<file path="config.mk">
export PLATFORM = sky130hd
export DESIGN_NAME = cla_serial_subtractor_flat
export DESIGN_NICKNAME = d
export VERILOG_FILES = /design/src/rtl/cla_pkg.sv /design/src/rtl/cla_serial_subtractor_if.sv /design/src/rtl/cla_block.sv /design/src/rtl/cla_serial_subtractor.sv /design/src/flat_wrapper.sv
export SDC_FILE = /design/constraint.sdc
export NUM_CORES = 1
export LEC_CHECK = 0
export BUFFER_PORTS_ARGS = -buffer_cell sky130_fd_sc_hd__buf_2
export CORE_UTILIZATION = 45
export CTS_BUF_LIST = sky130_fd_sc_hd__clkbuf_16
export CTS_CLUSTER_SIZE = 8
export DETAILED_ROUTE_END_ITERATION = 7
export GPL_ROUTABILITY_DRIVEN = 0
export HOLD_SLACK_MARGIN = 0.02
export PLACE_DENSITY = 0.68
export SLEW_MARGIN = 30
export SYNTH_ARGS = -nofsm -noshare
export SYNTH_HDL_FRONTEND = slang
export SYNTH_SLANG_ARGS = --single-unit
</file>
<file path="constraint.sdc">
create_clock -name clk -period 1.9 [get_ports clk]
set_input_delay 0 -clock clk [delete_from_list [all_inputs] [get_ports clk]]
set_output_delay 0 -clock clk [all_outputs]
set_load 0.03 [all_outputs]
</file>
<file path="src/rtl/cla_pkg.sv">
// Shared types and constants for the serial carry-lookahead subtractor.
// Holds the controller state encoding, default geometry and the counter-width helper.
package cla_pkg;

  typedef enum logic [1:0] {
    IDLE = 2'd0,
    RUN  = 2'd1,
    DONE = 2'd2
  } state_t;

  localparam int DEF_WIDTH = 16;
  localparam int DEF_BLOCK = 4;

  // Never returns 0, so a single-slice build still gets a 1-bit counter.
  function automatic int clog2(input int n);
    return (n > 1) ? $clog2(n) : 1;
  endfunction

endpackage

</file>
<file path="src/rtl/cla_serial_subtractor_if.sv">
// Start/done handshake and operand/result bus of the serial subtractor.
// Optional ovf signal exists only when SUB_OVERFLOW_EN is defined.
interface cla_serial_subtractor_if #(
  parameter int WIDTH = cla_pkg::DEF_WIDTH
);
  logic             start;
  logic [WIDTH-1:0] a;
  logic [WIDTH-1:0] b;
  logic             busy;
  logic             done;
  logic [WIDTH-1:0] diff;
  logic             borrow;
  logic             zero;
`ifdef SUB_OVERFLOW_EN
  logic             ovf;
`endif

  modport master (
    output start, a, b,
`ifdef SUB_OVERFLOW_EN
    input  ovf,
`endif
    input  busy, done, diff, borrow, zero
  );

  modport slave (
    input  start, a, b,
`ifdef SUB_OVERFLOW_EN
    output ovf,
`endif
    output busy, done, diff, borrow, zero
  );

endinterface

</file>
<file path="src/rtl/cla_block.sv">
// BLOCK-bit carry-lookahead slice: sum, group generate/propagate and carry-out.
// Purely combinational, no state and no flow control.
module cla_block #(
  parameter int BLOCK = 4
) (
  input  logic [BLOCK-1:0] x,
  input  logic [BLOCK-1:0] y,
  input  logic             cin,
  output logic [BLOCK-1:0] sum,
  output logic             gg,
  output logic             gp,
  output logic             cout
);

  logic [BLOCK-1:0] g;
  logic [BLOCK-1:0] p;
  logic [BLOCK:0]   c;

  assign g = x & y;
  assign p = x ^ y;

  // Each carry is a flat sum of products of g/p/cin, never a ripple of c[i].
  always_comb begin
    logic term;
    term = 1'b0;
    c    = '0;
    gg   = 1'b0;
    c[0] = cin;
    for (int i = 0; i < BLOCK; i++) begin
      for (int j = 0; j <= i; j++) begin
        term = g[j];
        for (int k = j + 1; k <= i; k++) term = term & p[k];
        c[i+1] = c[i+1] | term;
      end
      term = cin;
      for (int k = 0; k <= i; k++) term = term & p[k];
      c[i+1] = c[i+1] | term;
    end
    for (int j = 0; j < BLOCK; j++) begin
      term = g[j];
      for (int k = j + 1; k < BLOCK; k++) term = term & p[k];
      gg = gg | term;
    end
  end

  assign gp   = &p;
  assign cout = c[BLOCK];
  assign sum  = p ^ c[BLOCK-1:0];

endmodule

</file>
<file path="src/rtl/cla_serial_subtractor.sv">
// Serial A-B = A+~B+1 using one lookahead slice per cycle, LS slice first (SUB_OVERFLOW_EN adds ovf).
// Latency WIDTH/BLOCK RUN cycles then a one-cycle done; start is ignored while busy.
module cla_serial_subtractor
  import cla_pkg::*;
#(
  parameter int WIDTH = DEF_WIDTH,
  parameter int BLOCK = DEF_BLOCK
) (
  input  logic                    clk,
  input  logic                    rst_n,
  cla_serial_subtractor_if.slave  bus
);

  localparam int NSLICE = WIDTH / BLOCK;
  localparam int CW     = clog2(NSLICE);

  if (WIDTH % BLOCK != 0) begin : g_geom_chk
    $fatal(1, "cla_serial_subtractor: WIDTH must be a multiple of BLOCK");
  end

  state_t state, state_nxt;
  logic   capture, step, last;

  logic [WIDTH-1:0]       a_sh, b_sh, res, res_nxt, diff_q;
  logic [WIDTH+BLOCK-1:0] res_cat;
  logic [CW-1:0]          cnt;
  logic                   carry, carry_nxt, borrow_q, zero_q;
  logic [BLOCK-1:0]       s_sum;
  logic                   s_gg, s_gp, s_cout;
`ifdef SUB_OVERFLOW_EN
  logic                   sign_a, sign_b, ovf_q;
`endif

  cla_block #(.BLOCK(BLOCK)) u_slice (
    .x    (a_sh[BLOCK-1:0]),
    .y    (b_sh[BLOCK-1:0]),
    .cin  (carry),
    .sum  (s_sum),
    .gg   (s_gg),
    .gp   (s_gp),
    .cout (s_cout)
  );

  // New slice enters at the top; after NSLICE steps the LS slice sits at bit 0.
  assign res_cat   = {s_sum, res};
  assign res_nxt   = res_cat[WIDTH+BLOCK-1:BLOCK];
  assign carry_nxt = s_gg | (s_gp & carry);
  assign last      = (cnt == CW'(NSLICE - 1));

  always_ff @(posedge clk) begin
    if (!rst_n) state <= IDLE;
    else        state <= state_nxt;
  end

  always_comb begin
    state_nxt = state;
    capture   = 1'b0;
    step      = 1'b0;
    case (state)
      IDLE: begin
        if (bus.start) begin
          capture   = 1'b1;
          state_nxt = RUN;
        end
      end
      RUN: begin
        step = 1'b1;
        if (last) state_nxt = DONE;
      end
      DONE: begin
        if (bus.start) begin
          capture   = 1'b1;
          state_nxt = RUN;
        end else begin
          state_nxt = IDLE;
        end
      end
      default: state_nxt = IDLE;
    endcase
  end

  always_ff @(posedge clk) begin
    if (!rst_n) begin
      a_sh     <= '0;
      b_sh     <= '0;
      res      <= '0;
      cnt      <= '0;
      carry    <= 1'b0;
      diff_q   <= '0;
      borrow_q <= 1'b0;
      zero_q   <= 1'b0;
`ifdef SUB_OVERFLOW_EN
      sign_a   <= 1'b0;
      sign_b   <= 1'b0;
      ovf_q    <= 1'b0;
`endif
    end else if (capture) begin
      a_sh  <= bus.a;
      b_sh  <= ~bus.b;
      carry <= 1'b1;
      cnt   <= '0;
`ifdef SUB_OVERFLOW_EN
      sign_a <= bus.a[WIDTH-1];
      sign_b <= bus.b[WIDTH-1];
`endif
    end else if (step) begin
      a_sh  <= a_sh >> BLOCK;
      b_sh  <= b_sh >> BLOCK;
      res   <= res_nxt;
      carry <= carry_nxt;
      cnt   <= cnt + 1'b1;
      // Results are published on the edge into DONE and then held.
      if (last) begin
        diff_q   <= res_nxt;
        borrow_q <= ~s_cout;
        zero_q   <= (res_nxt == '0);
`ifdef SUB_OVERFLOW_EN
        ovf_q    <= (sign_a != sign_b) && (res_nxt[WIDTH-1] != sign_a);
`endif
      end
    end
  end

  assign bus.busy   = (state == RUN);
  assign bus.done   = (state == DONE);
  assign bus.diff   = diff_q;
  assign bus.borrow = borrow_q;
  assign bus.zero   = zero_q;
`ifdef SUB_OVERFLOW_EN
  assign bus.ovf    = ovf_q;
`endif

endmodule

</file>
<file path="src/flat_wrapper.sv">
// flat-port wrapper written by rule: the top's interface ports become plain ports
module cla_serial_subtractor_flat import cla_pkg::*;
#(
  parameter int WIDTH = DEF_WIDTH,
  parameter int BLOCK = DEF_BLOCK
)
  (clk, rst_n, bus_start, bus_a, bus_b, bus_busy, bus_done, bus_diff, bus_borrow, bus_zero);
  cla_serial_subtractor_if #(.WIDTH(WIDTH)) bus_i ();
  input  logic clk;
  input  logic rst_n;
  input wire logic [$bits(bus_i.start)-1:0] bus_start;
  input wire logic [$bits(bus_i.a)-1:0] bus_a;
  input wire logic [$bits(bus_i.b)-1:0] bus_b;
  output wire logic [$bits(bus_i.busy)-1:0] bus_busy;
  output wire logic [$bits(bus_i.done)-1:0] bus_done;
  output wire logic [$bits(bus_i.diff)-1:0] bus_diff;
  output wire logic [$bits(bus_i.borrow)-1:0] bus_borrow;
  output wire logic [$bits(bus_i.zero)-1:0] bus_zero;
  assign bus_i.start = bus_start;
  assign bus_i.a = bus_a;
  assign bus_i.b = bus_b;
  assign bus_busy = bus_i.busy;
  assign bus_done = bus_i.done;
  assign bus_diff = bus_i.diff;
  assign bus_borrow = bus_i.borrow;
  assign bus_zero = bus_i.zero;
  cla_serial_subtractor #(.WIDTH(WIDTH), .BLOCK(BLOCK)) u_core (.clk(clk), .rst_n(rst_n), .bus(bus_i));
endmodule
</file>
# Word-level counts from Yosys, hierarchy flattened
# Cells that the tools add are included.
# op_classes
n_addsub	1
multipliers	0
div	0
n_lt_le_gt_ge	0
eq_ne	5
n_shift	0
mux	13
n_bitwise	29
reduce_logical	9
# op_table
cell	count
16-bit 2-to-1 mux	4
16-bit zero test	1
16-bit inverter	1
1-bit bitwise AND	11
1-bit OR	11
4-bit bitwise XOR	2
1-bit 2-to-1 mux	6
2-bit one-hot mux with 3 select lines	1
4-bit bitwise AND	1
2-bit == test (second input constant)	2
2-bit 2-to-1 mux	2
2-bit AND reduction	2
4-bit AND reduction	1
2-bit OR reduction	2
1-bit inverter	3
3-bit AND reduction	1
2-bit by 1-bit adder with 2-bit output (second input constant)	1
2-bit by 1-bit == test with 1-bit output (second input constant)	1
2-bit zero test	1
2-bit by 1-bit inequality test with 1-bit output (second input constant)	1
2-bit inequality test (second input constant)	1
2-bit nonzero test	1
# totals
register_bits	71
latchBits	0
ramBits	0
mem_bits_ro	0
inputBits	35
output_inout_bits	20
word_cells	66
memories	0

# Longest topological paths before layout
# Gate-level depths: netlist (run 1).
# depth
depth_word	10
depth_mapped	7
depth_no_buf	6

# Modules after synthesis
# From an unflattened synthesis (run 1), not the netlist that was laid out.
# unflattened
cells_unflattened	332
hier_area_um2	2791.4
# by_module_without_submodules
module	instances	cells_per_inst	area_each_um2	seq_area_each_um2
cla_serial_subtractor	1	312	2618.8	1341.3
cla_block	1	20	172.7	0.0

# Worst setup path before layout (run 1)
# No wires, ideal clock.
# synth_timing
path_kind	flip-flop to flip-flop
startpoint	reg u_core.b_sh[0]
endpoint	reg u_core.zero_q, in the netlist u_core.bus.zero
setup_ns	0.096
t_arrival_ns	1.510
required_time_ns	1.804
setup_slack_ns	0.295
path_stages_with_launch	7
n_path_buf	0
period_less_slack_ns	1.605
cell_sequence	dfxtp_1 > ha_1 > ha_1 > nand3_1 > and4_1 > nor2_1 > o41ai_2
# synth_between
elab_chain_len	8
elab_cells_between_ends	15
classes_between	14 x bitwise; 1 x reduce/logical
# synth_lines
item	line_no	source
start: declaration	cla_serial_subtractor.sv:24	logic [WIDTH-1:0] a_sh, b_sh, res, res_nxt, diff_q;
start signal: assignment	cla_serial_subtractor.sv:99	b_sh <= ~bus.b;
start signal: assignment	cla_serial_subtractor.sv:108	b_sh <= b_sh >> BLOCK;
4-bit bitwise AND	cla_block.sv:19	assign g = x & y;
1-bit bitwise AND (2 in a row)	cla_block.sv:32	for (int k = j + 1; k <= i; k++) term = term & p[k];
1-bit OR (2 in a row)	cla_block.sv:33	c[i+1] = c[i+1] | term;
1-bit OR	cla_block.sv:37	c[i+1] = c[i+1] | term;
4-bit bitwise XOR (*)	cla_block.sv:48	assign sum = p ^ c[BLOCK-1:0];
16-bit zero test (*)	cla_serial_subtractor.sv:116	zero_q <= (res_nxt == '0);
end signal: assignment	cla_serial_subtractor.sv:116	
end: declaration	cla_serial_subtractor.sv:27	logic carry, carry_nxt, borrow_q, zero_q;
# Every way passes the cells marked *; elsewhere a longest branch is shown, timed or not.
# A chain may end at the register's enable or synchronous reset.

# Final worst setup path (run 1)
# layout_timing
startpoint	reg u_core.b_sh[0]
endpoint	reg u_core.res[14]
# layout_between
elab_chain_len	5
elab_cells_between_ends	8
classes_between	8 x bitwise
# layout_lines
item	line_no	source
4-bit bitwise AND / 4-bit bitwise XOR (equally long branches)	cla_block.sv:19, cla_block.sv:20	
1-bit bitwise AND, on equally long branches	cla_block.sv:32, cla_block.sv:36	
1-bit OR / 1-bit bitwise AND (equally long branches)	cla_block.sv:33, cla_block.sv:36	
1-bit OR (*)	cla_block.sv:37	
4-bit bitwise XOR (*)	cla_block.sv:48	
end signal: assignment	cla_serial_subtractor.sv:109	res <= res_nxt;
end: declaration	cla_serial_subtractor.sv:24	
# Marked as above.

==> results.sh, run 1 <==
export IMPL_drt_pass1_iter_count=4
export IMPL_fp_dieH_um=81.6
export IMPL_post_cts_buffers=0
export IMPL_avgSynthCellArea_um2=8.39
export IMPL_clkTransAtPathRegs_ns=0.05
export IMPL_setup_violations=0
export IMPL_h_tree_depth=3
export IMPL_dieArea_mm2=0.00666
export IMPL_synth_area_top_cells="dfxtp_1, nand2_1, a21boi_0, nor2_1, o211a_1"
export IMPL_syn_cell_area_mm2=0.00285
export IMPL_cts_tree="built"
export IMPL_synth_edf_count=0
export IMPL_worst_pin_slew_ns=0.388
export IMPL_cts_root_to_sink_buffers=2
export IMPL_cts_sinks=67
export IMPL_drv_cap=0
export IMPL_cp_max_fo=4
export IMPL_p_per_area_mw_per_mm2=988
export IMPL_crit_required_ns=2.16
export IMPL_hold_viol_final=0
export IMPL_crit_type="flop to flop"
export IMPL_slew_headroom=0.741
export IMPL_row_count=28
export IMPL_setup_slack_ns=0.184
export IMPL_syn_nets=382
export IMPL_start_kind="flop"
export IMPL_crit_buf_inv=0
export IMPL_detail_route_antenna_nets=0
export IMPL_cts_buffers=9
export IMPL_synth_compound_area_share=0.190
export IMPL_clock_latency_ns=0.33
export IMPL_finalClockSkew_ns=0.00521
export IMPL_ys_async_sr_fraction=0
export IMPL_vdd_drop_max_uv=611
export IMPL_synth_simple_area_share=0.260
export IMPL_synthTopCellsByCount="nand2_1, dfxtp_1, nor2_1, a21boi_0, nand3_1"
export IMPL_period_share=0.903
export IMPL_rsz0062_at_grt="no"
export IMPL_crit_arrival_ns=1.97
export IMPL_postSynthCellCount=340
export IMPL_grt_pass1_vias=2551
export IMPL_initial_utilization=0.473
export IMPL_post_cts_resized=0
export IMPL_yosysWarningCount=0
export IMPL_post_route_drc_count=0
export IMPL_max_freq_ghz=0.583
export IMPL_portBuffers=54
export IMPL_drt_total_wl_um=6810
export IMPL_yosysUniqueCellTypes=37
export IMPL_synth_fa_ha_area_frac=0.0333
export IMPL_grt_max_degree=41
export IMPL_via_per_inst=5.27
export IMPL_critPathMaxStageDelay_ns=0.34
export IMPL_cp_slowest_cell="dfxtp_1"
export IMPL_drt_iter0_markers=126
export IMPL_outcome="finished clean"
export IMPL_n_antenna_cell=0
export IMPL_grt_overflow=0
export IMPL_path_delay_family="adder cells"
export IMPL_yosysMostFrequentCell="nand2_1"
export IMPL_dp_hpwl_um=4370
export IMPL_grt_pass1_wl_um=11500
export IMPL_yosys_mux_area_fraction=0
export IMPL_power_total_mw=3.71
export IMPL_synth_xor_area_share=0.00614
export IMPL_synthFlopType="dfxtp_1"
export IMPL_ys_ff_latch=67
export IMPL_vias=2614
export IMPL_post_route_min_period_ns=1.72
export IMPL_cp_cell_sequence="ha_1 > ha_1 > nor3_1 > a2bb2oi_1 > nand2_1 > a21boi_0"
export IMPL_synth_top_area_frac=0.470
export IMPL_coreArea_mm2=0.00603
export IMPL_die_w_um=81.6
export IMPL_ys_seq_area_frac=0.470
export IMPL_syn_to_final_growth_pct=31.5
export IMPL_wl_per_cell_um=13.7
export IMPL_ios=55
export IMPL_num_nets_final=458
export IMPL_critical_path_most_common_cell="ha_1"
export IMPL_endpoint_kind="flop"
export IMPL_p_leak_nw=1.64
export IMPL_grt_use_total=0.231
export IMPL_synth_top_area_cell="dfxtp_1"
export IMPL_hold_path_class="input port to flop"
export IMPL_tns_ns=0
export IMPL_finalMaxSlewViolations=0
export IMPL_pre_cts_ws_ns=0.203
export IMPL_synth_top_family_by_area="simple AND/OR/NAND/NOR gates"
export IMPL_antenna_found_initial=0
export IMPL_ctsRootBufferMaster="clkbuf_16"
export IMPL_drive_above_1_share=0.200
==> timing repair <==
| action | CTS | global route |
|---|---|---|
| endpoints found under the setup margin | 0 | 0 |
| hold buffers | 23 | 0 |
| hold endpoints to repair | 23 | 0 |
==> flip-flops by register name, indices dropped and copies added (netlist names) <==
name and cells:
u_core.bus.borrow 1, u_core.bus.diff 16, u_core.b_sh 16, u_core.bus.zero 1
u_core.res 12, u_core.carry 1, u_core.cnt 2, u_core.a_sh 16
u_core.state 2
==> through the flow <==
| step | area [um^2] | utilization | cells | hold slack, ns |
|---|---|---|---|---|
| after floorplan | 2850 | - | 340 | 0.136 |
| after global placement | 3200 | 0.532 | 457 | 0.242 |
| after detailed placement | 3200 | 0.532 | 457 | 0.243 |
| after CTS | 3750 | 0.623 | 496 | 0.0247 |
| after global routing | 3750 | 0.623 | 496 | 0.0598 |
| final | 3750 | 0.623 | 496 | 0.0444 |
==> placed cells by master (no fill, tap or decap), types with 4 or more instances in the layout <==
master          n
buf_4          10
nand3_1        15
o221ai_1        4
a221oi_1        8
nand2_1        94
dfxtp_1        67
and2_1          4
a21boi_0       19
nor2b_1        14
buf_2          54
o211a_1         9
nor2_1         25
and3_1          6
ha_1            6
a21boi_1        7
clkbuf_16       9
dlygate4sd3_1  23
a21oi_1        12
o21ai_0         4
==> path summary, 6_finish.rpt <==
kind / startpoint / end / slack (ns) / depth (start not counted)
worst max-delay path: u_core.b_sh[0]$_SDFFE_PN0P_ / u_core.res[14]$_SDFFE_PN0P_ / 0.18 / 6
worst min-delay path: bus_a[2] / u_core.a_sh[2]$_SDFFE_PN0P_ / 0.04 / 3
worst max register to register: u_core.b_sh[0]$_SDFFE_PN0P_ / u_core.res[14]$_SDFFE_PN0P_ / 0.18 / 6
worst min register to register: u_core.bus.diff[4]$_SDFFE_PN0P_ / u_core.bus.diff[4]$_SDFFE_PN0P_ / 0.45 / 2
==> worst min-delay path, delay by kind of cell <==
kind	cells	cell delay, ns
buf+inv	1	0.08
simple gates	1	0.13
compound gates	1	0.13
==> kinds of logic (layout without fill, tap and decap cells) <==
group | Yosys count | count (layout)
buf+inv | 25 | 106
compound gates | 71 | 71
fa+ha+maj | 7 | 7
simple gates | 168 | 168
flops | 67 | 67
xor+xnor | 2 | 2
==> layout make-up <==
cell class	count	area [um^2]
fill	524	2270
multi-input combinational	248	1400
sequential	67	1340
timing repair buffer	88	596
clock buffer	9	225
tap	75	93.8
clock inverter	7	92.6
inverter	2	7.51
==> layer usage <==
metal	track usage	routed length (um)
met5	0	0
met4	0.118	102
met3	0.0444	313
met2	0.395	3340
met1	0.274	3050
==> report_power, final <==
| part | total (mW) | switching [mW] | internal, mW | leakage, nW |
|---|---|---|---|---|
| sequential | 1.52 | 0.0473 | 1.48 | 0.547 |
| combinational | 0.430 | 0.230 | 0.200 | 0.940 |
| clock | 1.76 | 0.613 | 1.14 | 0.149 |
Note: power is estimated with default switching activity, not from simulation.
==> run 2: changes to the inputs <==
Settings changed: CORE_ASPECT_RATIO from default to 1.75.
==> run 2 against run 1 <==
Against the previous run: global-route usage is 1.5 points lower; non-clock buffer count stayed put; core utilization is 1.7 points lower; highest routed layer unchanged; combinational power is 1% lower; largest power group unchanged; total power is 4.4% lower; die area is 0.20% higher; via count is 1.6% lower.
==> results.sh, run 2 (synthesis results as in run 1) <==
export IMPL_combinationalPowerShare=0.120
export IMPL_layout_common_cells="nand2_1, dfxtp_1, buf_2, nor2_1, dlygate4sd3_1"
export IMPL_dp_hpwl_um=4440
export IMPL_grt_max_degree=32
export IMPL_setup_violations=0
export IMPL_slew_headroom=0.413
export IMPL_grt_pass1_wl_um=11000
export IMPL_via_per_inst=5.13
export IMPL_critical_path_most_common_cell="ha_1"
export IMPL_tns_ns=0
export IMPL_grtUsageMet3=0.0540
export IMPL_drv_cap=0
export IMPL_p_per_area_mw_per_mm2=955
export IMPL_nFillCells=574
export IMPL_final_core_util=0.605
export IMPL_detail_route_antenna_nets=0
export IMPL_vdd_drop_max_uv=614
export IMPL_coreArea_mm2=0.00613
export IMPL_drt_iter0_markers=115
export IMPL_grt_busiest_layer="met2"
export IMPL_grt_pass1_vias=2443
export IMPL_drt_pass1_iter_count=5
export IMPL_p_leak_nw=1.63
export IMPL_power_internal_mw=2.67
export IMPL_post_route_min_period_ns=1.74
export IMPL_rsz0062_at_grt="no"
export IMPL_cts_buffers=9
export IMPL_ctsRootBufferMaster="clkbuf_16"
export IMPL_cp_slowest_cell="dfxtp_1"
export IMPL_cp_max_fo=4
export IMPL_seqPwrFrac=0.430
export IMPL_row_count=38
export IMPL_period_share=0.914
export IMPL_clock_latency_ns=0.33
export IMPL_final_cell_area_mm2=0.00371
export IMPL_finalMaxSlewViolations=0
export IMPL_h_tree_depth=3
export IMPL_n_antenna_cell=0
export IMPL_swShare=0.247
export IMPL_grt_use_met1=0.215
export IMPL_final_common_cell="nand2_1"
export IMPL_vias=2572
export IMPL_antenna_found_initial=0
export IMPL_start_kind="flop"
export IMPL_drive_above_1_share=0.197
export IMPL_portBuffers=54
export IMPL_cp_cell_sequence="ha_1 > ha_1 > nand3_1 > and4_1 > nor2_1 > o41ai_2"
export IMPL_crit_arrival_ns=1.97
export IMPL_critPathMaxStageDelay_ns=0.34
export IMPL_post_cts_buffers=0
export IMPL_power_total_mw=3.55
export IMPL_dpl_cell_area_mm2=0.00320
export IMPL_path_delay_family="adder cells"
export IMPL_max_freq_ghz=0.576
export IMPL_num_nets_final=458
export IMPL_p_clk_frac=0.450
export IMPL_ios=55
export IMPL_hold_path_class="input port to flop"
export IMPL_cts_root_to_sink_buffers=2
export IMPL_drt_total_wl_um=6720
export IMPL_cts_tree="built"
export IMPL_dieArea_mm2=0.00667
export IMPL_crit_required_ns=2.14
export IMPL_cts_sinks=67
export IMPL_fp_dieH_um=107
export IMPL_post_route_drc_count=0
export IMPL_power_switching_mw=0.875
export IMPL_outcome="finished clean"
export IMPL_wl_per_cell_um=13.4
export IMPL_die_w_um=62.2
export IMPL_crit_buf_inv=0
export IMPL_finalClockSkew_ns=0.00536
export IMPL_crit_type="flop to flop"
export IMPL_clkTransAtPathRegs_ns=0.06
export IMPL_grt_overflow=0
export IMPL_syn_to_final_growth_pct=30.2
export IMPL_endpoint_kind="flop"
export IMPL_grt_use_met2=0.404
export IMPL_grt_use_total=0.215
export IMPL_worst_pin_slew_ns=0.877
export IMPL_hold_viol_final=0
export IMPL_initial_utilization=0.465
## run 2: cell count changes in the layout (fill, tap and decap cells not counted)
cell,before,now
bufinv_16,2,1
clkinv_2,1,3
buf_12,1,0
clkinvlp_4,2,1
clkinv_4,1,0
buf_4,10,11
inv_1,1,2
## run 2: what timing repair did
action / CTS / global route
hold buffers: 23 / 0
resized for setup: 0 / 0
hold endpoints to repair: 23 / 0
## run 2: final cells by class
type / count / area (um^2) / area share
clock inverter: 7 / 60.1 / 0.0162
timing repair buffer: 88 / 583 / 0.157
multi-input combinational: 248 / 1400 / 0.376
clock buffer: 9 / 225 / 0.0607
sequential: 67 / 1340 / 0.361
inverter: 2 / 7.51 / 0.00202
tap: 80 / 100 / 0.0270
## run 2: final timing paths
check / startpoint / end / slack [ns] / depth (start not counted)
setup / recovery: u_core.b_sh[0]$_SDFFE_PN0P_ / u_core.bus.zero$_SDFFE_PN0P_ / 0.16 / 6
hold reg to reg: u_core.bus.diff[6]$_SDFFE_PN0P_ / u_core.bus.diff[6]$_SDFFE_PN0P_ / 0.45 / 2
setup reg to reg: u_core.b_sh[0]$_SDFFE_PN0P_ / u_core.bus.zero$_SDFFE_PN0P_ / 0.16 / 6
hold / removal: rst_n / u_core.a_sh[9]$_SDFFE_PN0P_ / 0.03 / 2
## run 2: per-layer routing
metal | part of all wire | vias up
met3 | 0.035 | 9
met5 | 0 | -
met4 | 0.018 | 0
met1 | 0.40 | 1194
li1 | - | 1314
met2 | 0.55 | 55
## run 2: power by group through the flow
stage	Clock [mW]	Combinational, mW	Sequential, mW
global route	1.69	0.475	1.53
CTS	1.61	0.425	1.53
floorplan	0	0.280	1.54
finish	1.59	0.424	1.53
detailed placement	0	0.387	1.56
global placement	0	0.381	1.55
## run 2: through the flow
step | hold slack (ns) | setup WS [ns] | std cells
final | 0.0275 | 0.164 | 501
after global routing | 0.0395 | 0.0300 | 501
after CTS | 0.0257 | 0.167 | 501
after detailed placement | 0.244 | 0.183 | 462
after global placement | 0.243 | 0.244 | 462
after floorplan | 0.136 | 0.295 | 340
==> run 3: changes to the inputs <==
--- a/config.mk
+++ b/config.mk
@@ -9,3 +9,3 @@
 export CORE_ASPECT_RATIO = 1.75
-export CORE_UTILIZATION = 45
+export CORE_UTILIZATION = 54
 export CTS_BUF_LIST = sky130_fd_sc_hd__clkbuf_16
@@ -15,3 +15,3 @@
 export HOLD_SLACK_MARGIN = 0.02
-export PLACE_DENSITY = 0.68
+export PLACE_DENSITY = 0.79
 export SLEW_MARGIN = 30
==> constraint.sdc (replaced) <==
create_clock -name clk -period 1.9 [get_ports clk]
set_input_delay 0.285 -clock clk [delete_from_list [all_inputs] [get_ports clk]]
set_output_delay 0.285 -clock clk [all_outputs]
set_load 0.03 [all_outputs]
==> run 3 against run 2 <==
Against the previous run: the flow now finishes with violations (DRC); non-clock buffer count fell by 22; critical endpoint is now u_core.res[14]$_SDFFE_PN0P_; core utilization is 7.7 points higher; combinational power fell by 7.3%.
==> results.sh, run 3 (synthesis results as in run 1) <==
export IMPL_outcome="finished, violations left"
export IMPL_violations="DRC"
export IMPL_hold_buffers=0
export IMPL_pre_cts_ws_ns=0.167
export IMPL_fp_dieH_um=98.1
export IMPL_drive_above_1_share=0.206
export IMPL_via_per_inst=5.66
export IMPL_ios=55
export IMPL_setup_worst_path_start="u_core.b_sh[0]$_SDFFE_PN0P_"
export IMPL_cp_max_fo=4
export IMPL_finalMaxSlewViolations=0
export IMPL_cts_root_to_sink_buffers=2
export IMPL_endpoint_kind="flop"
export IMPL_post_route_drc_count=4
export IMPL_n_antenna_cell=0
export IMPL_post_cts_resized=0
export IMPL_initial_utilization=0.568
export IMPL_grt_use_total=0.239
export IMPL_post_route_min_period_ns=1.75
export IMPL_cts_tree="built"
export IMPL_layout_common_cells="nand2_1, dfxtp_1, buf_2, nor2_1, a21boi_0"
export IMPL_detail_route_antenna_nets=0
export IMPL_clkTransAtPathRegs_ns=0.05
export IMPL_max_freq_ghz=0.572
export IMPL_wl_per_cell_um=13.8
export IMPL_fin_cells=452
export IMPL_rsz0062_at_grt="no"
export IMPL_dp_hpwl_um=4310
export IMPL_reg2regPathDepth=6
export IMPL_portBuffers=54
export IMPL_rr_endpoint="u_core.res[14]$_SDFFE_PN0P_"
export IMPL_p_per_area_mw_per_mm2=967
export IMPL_final_core_util=0.682
export IMPL_drt_total_wl_um=6220
export IMPL_h_tree_depth=3
export IMPL_die_w_um=56.9
export IMPL_hold_viol_final=0
export IMPL_syn_to_final_growth_pct=20.1
export IMPL_num_nets_final=436
export IMPL_ctsRootBufferMaster="clkbuf_16"
export IMPL_p_leak_nw=1.53
export IMPL_grt_pass1_wl_um=10300
export IMPL_coreArea_mm2=0.00502
export IMPL_antenna_found_initial=0
export IMPL_drt_iter0_markers=89
export IMPL_post_cts_buffers=0
export IMPL_crit_required_ns=2.13
export IMPL_worstHoldStart="bus_a[12]"
export IMPL_vias=2557
export IMPL_placed_cells=437
export IMPL_finalClockSkew_ns=0.00351
export IMPL_setup_slack_ns=0.152
export IMPL_crit_type="flop to flop"
export IMPL_clock_latency_ns=0.32
export IMPL_tns_ns=0
export IMPL_cts_sinks=67
export IMPL_cts_buffers=9
export IMPL_slew_headroom=0.403
export IMPL_r2r_slack_ns=0.15
export IMPL_final_common_cell="nand2_1"
export IMPL_row_count=34
export IMPL_drv_cap=0
export IMPL_vdd_drop_max_uv=690
export IMPL_grt_overflow=0
export IMPL_hold_path_class="input port to flop"
export IMPL_dieArea_mm2=0.00559
export IMPL_grt_pass1_vias=2357
export IMPL_start_kind="flop"
export IMPL_crit_arrival_ns=1.98
export IMPL_drt_pass1_iter_count=6
export IMPL_setup_violations=0
export IMPL_grt_max_degree=32
export IMPL_period_share=0.920
export IMPL_worstSetupEndpoint="u_core.res[14]$_SDFFE_PN0P_"
export IMPL_worst_pin_slew_ns=0.892
export IMPL_worstReg2RegStart="u_core.b_sh[0]$_SDFFE_PN0P_"
run 3: per-layer routing:
layer	track usage	part of all wire
met1	0.254	0.39
met2	0.422	0.53
met5	0	0
met4	0.159	0.039
met3	0.0358	0.039
run 3: critical path, cell delays in order, from the launching register on:
cell       delay (ns)
dfxtp_1          0.34
ha_1             0.32
ha_1             0.24
nor3_1           0.17
a2bb2oi_1        0.31
nand2_1          0.08
a21boi_0         0.19
run 3: worst min path at each step:
stage,endpoint,slack [ns],cells after the start
after detailed placement,u_core.bus.diff[8]$_SDFFE_PN0P_,0.44,2
final,u_core.a_sh[12]$_SDFFE_PN0P_,0.20,3
after global routing,u_core.a_sh[10]$_SDFFE_PN0P_,0.21,2
after floorplan,u_core.a_sh[12]$_SDFFE_PN0P_,0.42,2
after CTS,u_core.a_sh[12]$_SDFFE_PN0P_,0.20,3
after global placement,u_core.bus.diff[7]$_SDFFE_PN0P_,0.44,2
run 3: power breakdown:
group | internal (mW) | switching, mW
clock network | 0.851 | 0.539
registers | 1.48 | 0.0506
logic | 0.169 | 0.224
total | 2.50 | 0.814
run 3: metrics by stage:
step | power (mW) | hold slack (ns) | instance area, um^2
after global routing | 3.45 | 0.209 | 3420
after detailed placement | 1.94 | 0.444 | 3170
after global placement | 1.93 | 0.438 | 3170
final | 3.31 | 0.199 | 3420
after floorplan | 1.82 | 0.421 | 2850
after CTS | 3.33 | 0.195 | 3420
run 3: area by class of cell:
class	instances	area, um^2
clock inverter	6	26.3
timing repair buffer	66	360
inverter	2	7.51
fill	432	1600
multi-input combinational	248	1400
sequential	67	1340
tap	54	67.6
clock buffer	9	225
